<file path="config.mk">
export PLATFORM = sky130hd
export DESIGN_NAME = input_event_scheduler_flat
export DESIGN_NICKNAME = d
export VERILOG_FILES = /design/src/rtl/input_event_scheduler_pkg.sv /design/src/rtl/input_event_scheduler_if.sv /design/src/rtl/input_event_scheduler_button_repeat_timer.sv /design/src/rtl/input_event_scheduler.sv /design/src/flat_wrapper.sv
export SDC_FILE = /design/constraint.sdc
export NUM_CORES = 1
export LEC_CHECK = 0
export CORE_MARGIN = 2
export CORE_UTILIZATION = 35
export CTS_CLUSTER_DIAMETER = 80
export DETAILED_ROUTE_END_ITERATION = 8
export GPL_TIMING_DRIVEN = 0
export PLACE_DENSITY = 0.59
export REMOVE_ABC_BUFFERS = 1
export SETUP_SLACK_MARGIN = 0.05
export SYNTH_ARGS = -nofsm -noshare
export SYNTH_HDL_FRONTEND = slang
export SYNTH_SLANG_ARGS = --single-unit
export TNS_END_PERCENT = 30
</file>
<file path="constraint.sdc">
create_clock -name clk -period 4.24 [get_ports clk]
set_input_delay 0.848 -clock clk [delete_from_list [all_inputs] [get_ports clk]]
set_output_delay 0.848 -clock clk [all_outputs]
set_load 0.1 [all_outputs]
</file>
<file path="src/rtl/input_event_scheduler_pkg.sv">
// Shared types and constants for the gamepad input path.
//   interrupts_t : 4-bit event codes handed to the game FSM
//   BTN_*        : bit positions of each button on the raw button bus
//   rpt_state_t  : per-button auto-repeat timer states
//   code_of()    : button index -> event code (index + 1)
package tetris_input_pkg;

  localparam int NUM_BUTTONS = 8;

  localparam int BTN_LEFT   = 0;
  localparam int BTN_RIGHT  = 1;
  localparam int BTN_DOWN   = 2;
  localparam int BTN_UP     = 3;
  localparam int BTN_SELECT = 4;
  localparam int BTN_START  = 5;
  localparam int BTN_A      = 6;
  localparam int BTN_B      = 7;

  typedef enum logic [3:0] {
    DO_NOTHING = 4'd0,
    MOVE_LEFT  = 4'd1,
    MOVE_RIGHT = 4'd2,
    MOVE_DOWN  = 4'd3,
    HARD_DROP  = 4'd4,
    HOLD_PIECE = 4'd5,
    PAUSE      = 4'd6,
    ROTATE_CW  = 4'd7,
    ROTATE_CCW = 4'd8
  } interrupts_t;

  typedef enum logic [1:0] {
    RPT_IDLE,
    RPT_DELAY,
    RPT_REPEAT
  } rpt_state_t;

  function automatic interrupts_t code_of(input logic [2:0] idx);
    return interrupts_t'({1'b0, idx} + 4'd1);
  endfunction

endpackage

</file>
<file path="src/rtl/input_event_scheduler_if.sv">
// Event handshake between the input scheduler (master) and the game FSM (slave).
//   event_valid : event_code holds an unconsumed event
//   event_ready : consumer takes the event this cycle
//   event_code  : interrupt code, DO_NOTHING while event_valid is low
interface input_event_scheduler_if;
  import tetris_input_pkg::*;

  logic        event_valid;
  logic        event_ready;
  interrupts_t event_code;

  modport master (output event_valid, output event_code, input event_ready);
  modport slave  (input event_valid, input event_code, output event_ready);

endinterface

</file>
<file path="src/rtl/input_event_scheduler_button_repeat_timer.sv">
// Auto-repeat timer for one held button: first strobe DAS_CYCLES after the
// press, then one every ARR_CYCLES while the button stays held.
//   clk, rst_n    : clock, async active-low reset
//   held          : synchronised button level
//   press         : one-cycle press edge
//   enable        : scheduler enable; low forces the timer idle
//   repeat_strobe : one-cycle repeat request
//
// state      | meaning
// RPT_IDLE   | button released or disabled, counter cleared
// RPT_DELAY  | counting the initial hold delay
// RPT_REPEAT | counting between repeats
module button_repeat_timer
  import tetris_input_pkg::*;
#(
  parameter int DAS_CYCLES = 16,
  parameter int ARR_CYCLES = 4
) (
  input  logic clk,
  input  logic rst_n,
  input  logic held,
  input  logic press,
  input  logic enable,
  output logic repeat_strobe
);

  localparam int MAX_CYCLES = (DAS_CYCLES > ARR_CYCLES) ? DAS_CYCLES : ARR_CYCLES;
  localparam int CW = $clog2(MAX_CYCLES);
  localparam logic [CW-1:0] DAS_LOAD = CW'(DAS_CYCLES - 1);
  localparam logic [CW-1:0] ARR_LOAD = CW'(ARR_CYCLES - 1);

  rpt_state_t    state, state_nxt;
  logic [CW-1:0] cnt, cnt_nxt;

  always_ff @(posedge clk or negedge rst_n) begin
    if (!rst_n) begin
      state <= RPT_IDLE;
      cnt   <= '0;
    end else begin
      state <= state_nxt;
      cnt   <= cnt_nxt;
    end
  end

  always_comb begin
    state_nxt     = state;
    cnt_nxt       = cnt;
    repeat_strobe = 1'b0;
    // Release or disable aborts immediately, including a strobe due this cycle.
    if (!held || !enable) begin
      state_nxt = RPT_IDLE;
      cnt_nxt   = '0;
    end else begin
      case (state)
        RPT_IDLE: begin
          if (press) begin
            state_nxt = RPT_DELAY;
            cnt_nxt   = DAS_LOAD;
          end
        end
        RPT_DELAY, RPT_REPEAT: begin
          if (cnt == '0) begin
            repeat_strobe = 1'b1;
            state_nxt     = RPT_REPEAT;
            cnt_nxt       = ARR_LOAD;
          end else begin
            cnt_nxt = cnt - CW'(1);
          end
        end
        default: begin
          state_nxt = RPT_IDLE;
          cnt_nxt   = '0;
        end
      endcase
    end
  end

endmodule

</file>
<file path="src/rtl/input_event_scheduler.sv">
// Gamepad input scheduler: synchronises the button pins, turns press edges and
// auto-repeats into pending events, and hands them out one at a time in
// round-robin order.
//   clk, rst_n : clock, async active-low reset
//   enable     : accept new button events
//   buttons    : raw pins {b,a,start,select,up,down,right,left}
//   evt        : valid/ready event handshake (master side)
//   coalesced  : one-cycle pulse when an event merged into an already pending one
module input_event_scheduler
  import tetris_input_pkg::*;
#(
  parameter int         DAS_CYCLES  = 16,
  parameter int         ARR_CYCLES  = 4,
  parameter logic [7:0] REPEAT_MASK = 8'b0000_0111
) (
  input  logic                           clk,
  input  logic                           rst_n,
  input  logic                           enable,
  input  logic [NUM_BUTTONS-1:0]         buttons,
  input_event_scheduler_if.master        evt,
  output logic                           coalesced
);

  logic [NUM_BUTTONS-1:0] btn_meta, btn_s, btn_q;
  logic [NUM_BUTTONS-1:0] press, repeat_strobe, new_evt;
  logic [NUM_BUTTONS-1:0] pending, pending_nxt, req, grant;
  logic [2:0]             ptr, grant_idx, cand;
  logic                   grant_any, load, coalesced_nxt;

  assign press   = btn_s & ~btn_q;
  assign new_evt = {NUM_BUTTONS{enable}} & (press | repeat_strobe);

  for (genvar i = 0; i < NUM_BUTTONS; i++) begin : g_rpt
    if (REPEAT_MASK[i]) begin : g_on
      button_repeat_timer #(
        .DAS_CYCLES (DAS_CYCLES),
        .ARR_CYCLES (ARR_CYCLES)
      ) u_timer (
        .clk           (clk),
        .rst_n         (rst_n),
        .held          (btn_s[i]),
        .press         (press[i]),
        .enable        (enable),
        .repeat_strobe (repeat_strobe[i])
      );
    end else begin : g_off
      assign repeat_strobe[i] = 1'b0;
    end
  end

  // Round-robin pick: first requesting bit at or after ptr, wrapping at 8.
  always_comb begin
    req       = pending & {NUM_BUTTONS{enable}};
    grant_idx = '0;
    grant_any = 1'b0;
    cand      = '0;
    for (int k = 0; k < NUM_BUTTONS; k++) begin
      cand = ptr + 3'(k);
      if (!grant_any && req[cand]) begin
        grant_any = 1'b1;
        grant_idx = cand;
      end
    end
  end

  assign load  = !evt.event_valid || evt.event_ready;
  assign grant = (load && grant_any) ? (NUM_BUTTONS'(1) << grant_idx) : '0;

  // A new event on the bit being granted re-arms it (set wins) and is not a merge.
  assign pending_nxt   = enable ? ((pending & ~grant) | new_evt) : '0;
  assign coalesced_nxt = |(new_evt & pending & ~grant);

  always_ff @(posedge clk or negedge rst_n) begin
    if (!rst_n) begin
      btn_meta        <= '0;
      btn_s           <= '0;
      btn_q           <= '0;
      pending         <= '0;
      ptr             <= '0;
      coalesced       <= 1'b0;
      evt.event_valid <= 1'b0;
      evt.event_code  <= DO_NOTHING;
    end else begin
      btn_meta  <= buttons;
      btn_s     <= btn_meta;
      btn_q     <= btn_s;
      pending   <= pending_nxt;
      coalesced <= coalesced_nxt;
      if (load) begin
        if (grant_any) begin
          evt.event_valid <= 1'b1;
          evt.event_code  <= code_of(grant_idx);
          ptr             <= grant_idx + 3'd1;
        end else begin
          evt.event_valid <= 1'b0;
          evt.event_code  <= DO_NOTHING;
        end
      end
    end
  end

endmodule
</file>
<file path="src/flat_wrapper.sv">
// flat-port wrapper written by rule: the top's interface ports become plain ports
module input_event_scheduler_flat import tetris_input_pkg::*;
#(
  parameter int         DAS_CYCLES  = 16,
  parameter int         ARR_CYCLES  = 4,
  parameter logic [7:0] REPEAT_MASK = 8'b0000_0111
)
  (clk, rst_n, enable, buttons, coalesced, evt_event_valid, evt_event_code, evt_event_ready);
  input_event_scheduler_if evt_i ();
  input  logic clk;
  input  logic rst_n;
  input  logic enable;
  input  logic [NUM_BUTTONS-1:0] buttons;
  output logic coalesced;
  output wire logic [$bits(evt_i.event_valid)-1:0] evt_event_valid;
  output wire logic [$bits(evt_i.event_code)-1:0] evt_event_code;
  input wire logic [$bits(evt_i.event_ready)-1:0] evt_event_ready;
  assign evt_event_valid = evt_i.event_valid;
  assign evt_event_code = evt_i.event_code;
  assign evt_i.event_ready = evt_event_ready;
  input_event_scheduler #(.DAS_CYCLES(DAS_CYCLES), .ARR_CYCLES(ARR_CYCLES), .REPEAT_MASK(REPEAT_MASK)) u_core (.clk(clk), .rst_n(rst_n), .enable(enable), .buttons(buttons), .evt(evt_i), .coalesced(coalesced));
endmodule
</file>
==> results.toml <==
[clock_network]
tritoncts = "yes"
clock_sinks = 59
clock_latency_ps = 330
htree_levels = 3
cts.root.buffer_cell = "clkbuf_8"
cts_buffer_depth = 2
cts.clk_slew.worst_paths_ps = 70
cts_hold_buf = 0
numCtsBuffers = 9

[power]
seq_power_share_pct = 26.8
p_sw_share_pct = 44.7
leakage_nw = 1.75
power_density_mw_per_mm2 = 678
p_switching_mw = 1.29
ir_drop_mv = 0.272
clkPwrFrac_pct = 17.6
p_comb_share_pct = 55.6
p_int_mw = 1.60

[finish]
drive_gt1_share_pct = 12.4
synthToLayoutAreaGrowth_pct = 17.7
n_antenna_cell = 0
finish.net_count = 448
final_common_cell = "dfrtp_1"
final_cell_mix = "dfrtp_1 (56), nand2_1 (54), o21ai_0 (30)"

[synthesis]
synth_area_leader_cell = "dfrtp_1"
synth-main-ff-cell = "dfrtp_1"
synth_edf_count = 0
yosysSeqAreaShare_pct = 40.8
synth.distinct_cells = 53
yosys_warnings = 0
synth-async-reset-ratio_pct = 100
ys_seq_elements = 59
synth_top_cell_area_share_pct = 40.8
syn_inst = 394
synthTopCellsByArea = "dfrtp_1 (41%), ha_1 (7.6%), nand2_1 (5.6%)"
avgSynthCellArea_um2 = 9.18
syn_area_mm2 = 0.00362

[routing]
ant_nets = 0
drt_pass1_iterations = 4
drc = 0
via_per_inst = 5.22
wirelength_mm = 7.60
drt_iter0_markers = 235
avgRoutedWirePerCell_um = 13.7
dr_total_vias = 2896

[placement]
gp_congestion = 0.866
port_buffers = 17
dp_slack_ps = -1290
hpwlAfterDp_mm = 5.41

[sta]
period_share_pct = 94.4
tightestPinTransition_ps = 963
fin_ws_ps = 238
finalSetupViolCount = 0
hold_viol = 0
min_period_ps = 4000
max_clock_freq_ghz = 0.250
rsz0062_at_grt = "false"
fin_setup_tns_ps = 0
finClkSkew_ps = 13.3
slew_headroom_pct = 35.6
drv_slew = 0

[floorplan]
rows = 37
core-area_mm2 = 0.0102
die_h_um = 106
die_w_um = 106
start_util_pct = 35.5
die-area_mm2 = 0.0112
pin_count = 18

[critical_path]
crit_path_end_kind = "flop"
critPathSlowestCell = "mux4_2"
max_stage_delay_ps = 600
startpoint_type = "flop"
reg2reg_depth = 12
path_common_cell = "ha_1"
worstPathRequired_ps = 4440
crit_fanout = 14
cp_cell_sequence = "ha_1 -> xnor2_4 -> mux4_2 -> nand4bb_1 -> or4_4 -> a31oi_4 -> ha_1 -> nor2_1 -> o21ai_0 -> o221ai_1 -> a311oi_1 -> nand4b_1"
path_class = "reg -> reg"
crit_arrival_ps = 4200

[global_routing]
grt_pass1_vias = 2862
track_usage_pct = 14.5
antenna_found_initial = 0
overflow = 0
grt_pass1_wl_mm = 13.2
grt_max_degree = 39

[hold_path]
hold_path.class = "reg -> reg"
min_path_cells = 0

[outcome]
outcome = "finished, final reports clean"

[flow_run]
max-cap-violations = 0
state kept, by name, indices dropped and copies added (netlist names):
| signal | cells |
|---|---|
| u_core.ptr | 3 |
| u_core.pending | 8 |
| u_core.coalesced | 1 |
| u_core.btn_meta | 8 |
| u_core.evt.event_valid | 1 |
| u_core.evt.event_code | 4 |
| u_core.g_rpt.g_on.u_timer.cnt | 12 |
| u_core.btn_q | 8 |
| u_core.g_rpt.g_on.u_timer.state | 6 |
| u_core.btn_s | 8 |
power by group through the flow:
stage                     registers, mW  clock network [mW]  logic, mW
after floorplan                   0.897                   0      0.974
after global placement            0.759                   0       1.45
after detailed placement          0.764                   0       1.46
after CTS                         0.760               0.527       1.51
after global routing              0.792               0.551       1.76
final                             0.774               0.508       1.60
Yosys cell counts (4+ instances only):
| library cell | instances |
|---|---|
| nand2_1 | 54 |
| dfrtp_1 | 59 |
| nand2b_1 | 5 |
| nor2b_1 | 12 |
| nor2_1 | 27 |
| nand3_1 | 5 |
| o21ai_1 | 4 |
| and2_1 | 7 |
| clkbuf_1 | 10 |
| o22ai_1 | 9 |
| mux4_2 | 7 |
| a21boi_1 | 4 |
| ha_1 | 22 |
| a21oi_1 | 25 |
| inv_1 | 26 |
| a31oi_1 | 4 |
| o21ai_0 | 30 |
| nor3_1 | 17 |
| mux2i_1 | 14 |
metal layers:
metal  global-route usage [%]  wire [um]  vias to the layer above
li1                         -          -                     1439
met2                     23.0       3640                       58
met5                        0          0                        -
met3                     2.04        261                       11
met1                     19.9       3570                     1388
met4                     5.83        129                        0
path summary, 6_finish.rpt:
path                       slack, ps               start                to
max                              240       u_core.ptr[0]  u_core.coalesced
min                              350  u_core.btn_meta[0]   u_core.btn_s[0]
max reg2reg                      240       u_core.ptr[0]  u_core.coalesced
min reg2reg                      350  u_core.btn_meta[0]   u_core.btn_s[0]
max in group asynchronous       3140               rst_n   u_core.btn_q[4]
min in group asynchronous        500               rst_n     u_core.ptr[0]
worst max-delay path: cells and delay by family, from the launching register on:
| kind | cells | cell delay [ps] |
|---|---|---|
| compound gates | 4 | 830 |
| xor+xnor | 1 | 280 |
| fa+ha+maj | 2 | 600 |
| flops | 1 | 590 |
| mux | 1 | 600 |
| simple gates | 4 | 960 |
area by class of cell:
| cell class | instances | area [um2] |
|---|---|---|
| Timing Repair Buffer | 21 | 205 |
| Clock inverter | 6 | 65.1 |
| Fill cell | 995 | 5930 |
| Sequential cell | 59 | 1490 |
| Multi-Input combinational cell | 296 | 2090 |
| Inverter | 27 | 103 |
| Tap cell | 136 | 170 |
| Clock buffer | 10 | 138 |
metrics by stage:
| step | util [%] | total power, mW | cells | hold WS [ps] | cell area [um2] |
|---|---|---|---|---|---|
| finish | 41.8 | 2.89 | 555 | 349 | 4260 |
| global route | 41.8 | 3.11 | 555 | 358 | 4260 |
| CTS | 40.8 | 2.80 | 552 | 350 | 4160 |
| detailed placement | 38.5 | 2.22 | 536 | 336 | 3920 |
| global placement | 38.3 | 2.21 | 535 | 331 | 3900 |
| floorplan | - | 1.87 | 382 | 331 | 3560 |
cells by family (layout without fill, tap and decap cells):
logic type | count (synthesis) | in the layout | synth area share, %
flops | 59 | 59 | 40.8
simple gates | 143 | 143 | 19.2
fa+ha+maj | 22 | 22 | 7.61
buf+inv | 39 | 64 | 4.29
xor+xnor | 3 | 3 | 0.727
mux | 25 | 25 | 9.48
compound gates | 103 | 103 | 17.9
what timing repair did:
action | CTS | global route
setup buffers | 0 | 3
setup endpoints to repair | 15 | 1
gates resized for setup | 14 | 14
(Power assumes the default switching activity.)
